[src/rtl/alu_arbiter.sv]
// Round-robin arbiter sharing one combinational ALU between two request ports.
// Latency: result registered, visible one cycle after the grant.
// Backpressure: a port with an unconsumed response is not granted until it drains.
module alu_arbiter #(
    parameter int WIDTH  = 32,
    parameter int CTRL_W = 4
) (
    input  logic              clk_i,
    input  logic              reset_i,

    input  logic              req0_valid_i,
    output logic              req0_ready_o,
    input  logic [WIDTH-1:0]  req0_a_i,
    input  logic [WIDTH-1:0]  req0_b_i,
    input  logic [CTRL_W-1:0] req0_ctrl_i,
    output logic              rsp0_valid_o,
    input  logic              rsp0_ready_i,
    output logic [WIDTH-1:0]  rsp0_result_o,
    output logic              rsp0_carry_o,

    input  logic              req1_valid_i,
    output logic              req1_ready_o,
    input  logic [WIDTH-1:0]  req1_a_i,
    input  logic [WIDTH-1:0]  req1_b_i,
    input  logic [CTRL_W-1:0] req1_ctrl_i,
    output logic              rsp1_valid_o,
    input  logic              rsp1_ready_i,
    output logic [WIDTH-1:0]  rsp1_result_o,
    output logic              rsp1_carry_o,

    output logic [WIDTH-1:0]  alu_a_o,
    output logic [WIDTH-1:0]  alu_b_o,
    output logic [CTRL_W-1:0] alu_ctrl_o,
    input  logic [WIDTH-1:0]  alu_result_i,
    input  logic              alu_carry_i
);

    logic             rsp0_valid_q, rsp0_valid_d;
    logic             rsp1_valid_q, rsp1_valid_d;
    logic             last_grant_q, last_grant_d;
    logic [WIDTH-1:0] rsp0_result_q, rsp1_result_q;
    logic             rsp0_carry_q, rsp1_carry_q;
    logic             elig0, elig1, grant0, grant1;

    always_comb begin
        // Reset masks eligibility so no grant, capture or ALU drive leaks out of reset.
        elig0  = !reset_i && req0_valid_i && (!rsp0_valid_q || rsp0_ready_i);
        elig1  = !reset_i && req1_valid_i && (!rsp1_valid_q || rsp1_ready_i);
        grant0 = elig0 && (!elig1 || last_grant_q);
        grant1 = elig1 && (!elig0 || !last_grant_q);

        last_grant_d = last_grant_q;
        if (grant0) begin
            last_grant_d = 1'b0;
        end else if (grant1) begin
            last_grant_d = 1'b1;
        end

        rsp0_valid_d = grant0 || (rsp0_valid_q && !rsp0_ready_i);
        rsp1_valid_d = grant1 || (rsp1_valid_q && !rsp1_ready_i);

        alu_a_o    = '0;
        alu_b_o    = '0;
        alu_ctrl_o = '0;
        if (grant0) begin
            alu_a_o    = req0_a_i;
            alu_b_o    = req0_b_i;
            alu_ctrl_o = req0_ctrl_i;
        end else if (grant1) begin
            alu_a_o    = req1_a_i;
            alu_b_o    = req1_b_i;
            alu_ctrl_o = req1_ctrl_i;
        end
    end

    always_ff @(posedge clk_i) begin
        if (reset_i) begin
            rsp0_valid_q <= 1'b0;
            rsp1_valid_q <= 1'b0;
            last_grant_q <= 1'b1;
        end else begin
            rsp0_valid_q <= rsp0_valid_d;
            rsp1_valid_q <= rsp1_valid_d;
            last_grant_q <= last_grant_d;
        end
    end

    // Result path is deliberately unreset; the valids qualify it.
    always_ff @(posedge clk_i) begin
        if (grant0) begin
            rsp0_result_q <= alu_result_i;
            rsp0_carry_q  <= alu_carry_i;
        end
        if (grant1) begin
            rsp1_result_q <= alu_result_i;
            rsp1_carry_q  <= alu_carry_i;
        end
    end

    assign req0_ready_o  = grant0;
    assign req1_ready_o  = grant1;
    assign rsp0_valid_o  = rsp0_valid_q;
    assign rsp1_valid_o  = rsp1_valid_q;
    assign rsp0_result_o = rsp0_result_q;
    assign rsp1_result_o = rsp1_result_q;
    assign rsp0_carry_o  = rsp0_carry_q;
    assign rsp1_carry_o  = rsp1_carry_q;

endmodule

[config.mk]
export PLATFORM = sky130hd
export DESIGN_NAME = alu_arbiter
export DESIGN_NICKNAME = d
export VERILOG_FILES = /design/src/rtl/alu_arbiter.sv
export SDC_FILE = /design/constraint.sdc
export NUM_CORES = 1
export LEC_CHECK = 0
export CORE_AREA = 2 2 122 124
export DETAILED_ROUTE_END_ITERATION = 6
export DIE_AREA = 0 0 124 126
export PLACE_DENSITY = 0.66
export SLEW_MARGIN = 15
export SYNTH_ARGS = -nofsm -noshare
export SYNTH_HDL_FRONTEND = slang
export SYNTH_SLANG_ARGS = --single-unit
[constraint.sdc]
create_clock -name clk_i -period 6.48 [get_ports clk_i]
set_clock_uncertainty 0.1 [all_clocks]
set_input_delay 1.296 -clock clk_i [delete_from_list [all_inputs] [get_ports clk_i]]
set_output_delay 1.296 -clock clk_i [all_outputs]
set_load 0.05 [all_outputs]
==> flow_metrics.py <==
metrics = {
    "worst_setup_path": {
        "endpoint_kind": "output port",
        "path_common_cell": "clkdlybuf4s50_1",
        "r2r_cells": 5,
        "required_ns": 5.08,
        "start_kind": "input port",
        "cpLargestDelayFamily": "buffers and inverters",
        "crit_chain": "clkdlybuf4s50_1 -> nor2b_4 -> or2_2 -> buf_4 -> o32ai_1 -> clkdlybuf4s50_1",
        "regToRegEndpoint": "rsp0_result_o[15]",
        "slowest_delay_ns": 0.87,
        "crit_type": "in2out",
        "worstPathMaxFanout": 39,
        "arrival_ns": 4.06,
        "rr_startpoint": "last_grant_q",
        "rrSetupSlack_ns": 4.16,
        "crit_buf_inv": 3,
        "slowest_stage": "clkdlybuf4s50_1",
    },
    "clock_tree": {
        "cts.sinks": 69,
        "cts_root_buffer": "clkbuf_16",
        "cts_resized": 0,
        "clkTransAtPathRegs_ns": 0.05,
        "cts_tree": "yes",
        "htree_levels": 3,
        "cts_setup_buffers": 0,
        "clkLatencyLatePin_ns": 0.31,
        "hold_buffers": 0,
        "ctsLongestPathBuffers": 2,
        "cts_buffers": 9,
    },
    "synthesis": {
        "synth_top_flop_cell": "edfxtp_1",
        "syn-num-nets": 488,
        "avgSynthCellArea_um2": 11.35,
        "ys_async_sr_fraction_pct": 0,
        "synth.distinct_cells": 21,
        "synth.area.top_cells": "edfxtp_1, inv_1, o32ai_1",
        "synth_top_cells_by_count": "inv_1, edfxtp_1, o32ai_1",
        "yosys_warnings": 0,
        "synth_top_cell_area_share_pct": 55.77,
        "synth_seq_cells": 69,
        "synth_largest_area_cell": "edfxtp_1",
        "synth_area_mm2": 0.003553,
        "synth_most_common_cell": "inv_1",
        "synth_edf_count": 66,
        "synth-seq-area-share_pct": 57.46,
        "synth_cells": 313,
    },
    "detailed_routing": {
        "drt_wl_total_um": 13220,
        "drtAntennaViolNets": 0,
        "drt-initial-drc-count": 133,
        "drc_errors": 0,
        "vias_per_cell": 4.328,
        "routed_wire_length_per_instance_um": 16.34,
        "first_pass_iters": 4,
        "vias": 3501,
    },
    "global_route": {
        "use_met2_pct": 29.57,
        "grt_util_met3_pct": 4.438,
        "grt-busiest-layer": "met2",
        "grt_pass1_wl_um": 18900,
        "grt_remaining_overflow": 0,
        "grt_max_degree": 71,
        "antenna_found_initial": 2,
        "first_global_vias": 3616,
        "track_usage_pct": 15.90,
        "grt.met1_usage_pct": 17.24,
    },
    "power": {
        "p_total_mw": 1.415,
        "intPower_mw": 0.9694,
        "p_per_area_mw_per_mm2": 200.2,
        "swShare_pct": 31.50,
        "seqPwrFrac_pct": 36.7,
        "clkPwrFrac_pct": 29.2,
        "peakVddDrop_mv": 0.1380,
        "p_leak_nw": 2.862,
        "power.share.combinational_pct": 34.2,
        "p_switching_mw": 0.4457,
    },
    "min_path": {
        "min_from": "last_grant_q",
        "whs_endpoint": "last_grant_q",
        "whs_path_depth": 1,
        "hold_class": "reg2reg",
    },
    "final_layout": {
        "fillCellCount": 1295,
        "fin_nets": 793,
        "syn_to_final_growth_pct": 98.91,
        "stdcell_count": 809,
        "fin_area_mm2": 0.007068,
        "drive_gt1_share_pct": 6.100,
    },
    "place": {
        "dp_cells": 791,
        "numPortBuffers": 312,
        "dpl_cell_area_mm2": 0.006803,
        "dp_slack_ns": 1.036,
        "gp_congestion": 0.7824,
        "dpl.hpwl_um": 10550,
    },
    "timing": {
        "fin_crit_ns": 5.461,
        "hold_viol": 0,
        "clock.fmax_ghz": 0.1831,
        "report.final.slew_viol_count": 0,
        "relSlewSlack_pct": 36.44,
        "fin_crit_sh_pct": 84.27,
        "setup_ws_ns": 1.019,
        "tightest_slew_ns": 0.9534,
        "finalSetupTns_ns": 0,
        "rsz0062_at_grt": "false",
        "setup_viol": 0,
    },
    "die": {
        "die_w_um": 124,
        "dieArea_mm2": 0.01562,
        "io_pins": 313,
        "die_h_um": 126,
        "core_mm2": 0.01431,
        "start_util_pct": 24.83,
        "num_rows": 44,
    },
    "status": {
        "status": "completed",
    },
    "flow_run": {
        "maxCapViolations": 0,
    },
}
## stage by stage
| stage | utilization, % | hold slack [ns] |
|---|---|---|
| floorplan | - | 0.3496 |
| global placement | 47.53 | 0.3895 |
| detailed placement | 47.53 | 0.4019 |
| CTS | 49.34 | 0.4175 |
| global route | 49.38 | 0.4463 |
| finish | 49.38 | 0.4102 |
## area by class of cell
class	instances	area, um^2	share of cell area [%]
diodes	2	5.005	0.07081
clock buffers	11	232.7	3.293
clock inverters	5	27.53	0.3894
inverters	139	521.8	7.382
multi-input cells	82	835.8	11.83
flip-flops and latches	69	2042	28.89
well taps	184	230.2	3.257
repair buffers	317	3173	44.89
## how the worst max path moves through the flow
stage                       startpoint           end  slack (ns)  cells past startpoint
after global placement    rsp1_ready_i    alu_a_o[8]        1.11                      6
after CTS                 rsp1_ready_i   alu_a_o[23]        1.03                      6
after detailed placement  rsp1_ready_i   alu_a_o[23]        1.04                      6
final                     rsp1_ready_i   alu_a_o[23]        1.02                      6
after global routing      rsp1_ready_i   alu_a_o[23]        0.92                      6
after floorplan           rsp0_ready_i  req1_ready_o        1.13                      5
## layout by cell type, fill, tap and decap left out, drive strengths merged, types with 2 or more instances in the layout
cell type	netlist	layout
a21oi	2	2
buf	15	5
clkbuf	8	11
clkdlybuf4s50	0	312
clkinv	0	3
clkinvlp	0	2
dfxtp	3	3
diode	0	2
edfxtp	66	66
inv	139	139
nand2b	2	2
nor2	2	2
nor2b	2	2
o32ai	68	68
## cell families (layout without fill, tap and decap cells)
kind of cell	after synthesis	in the layout	synth area share, %
flops	69	69	57.46
buf+inv	162	472	19.72
other cells	0	2	0
compound gates	74	74	21.20
simple gates	8	8	1.620
## worst register-to-register path, cell delays in order, from the launching register on
cell and delay [ns]:
dfxtp_1 0.32, nand2b_1 0.20, o211ai_4 0.74, buf_12 0.30, inv_1 0.09, buf_4 0.27
## power by group through the flow
stage / Combinational, mW / Clock [mW] / Sequential [mW]
2_1_floorplan: 0.206 / 0 / 0.592
3_3_place_gp: 0.483 / 0 / 0.527
3_5_place_dp: 0.485 / 0 / 0.528
4_1_cts: 0.488 / 0.421 / 0.519
5_1_grt: 0.507 / 0.444 / 0.520
6_report: 0.483 / 0.413 / 0.519
## registers in the layout (all words and copies together), names as in the netlist
| signal | flops |
|---|---|
| last_grant_q | 1 |
| rsp1_valid_o | 1 |
| rsp0_result_o | 32 |
| rsp0_carry_o | 1 |
| rsp0_valid_o | 1 |
| rsp1_result_o | 32 |
| rsp1_carry_o | 1 |
## layer usage
layer	wire [um]	part of all wire (%)
met5	0	0
met4	97	0.73
met3	1355	10
met2	6783	51
met1	4985	38
Power figures use the tool's default switching activity.
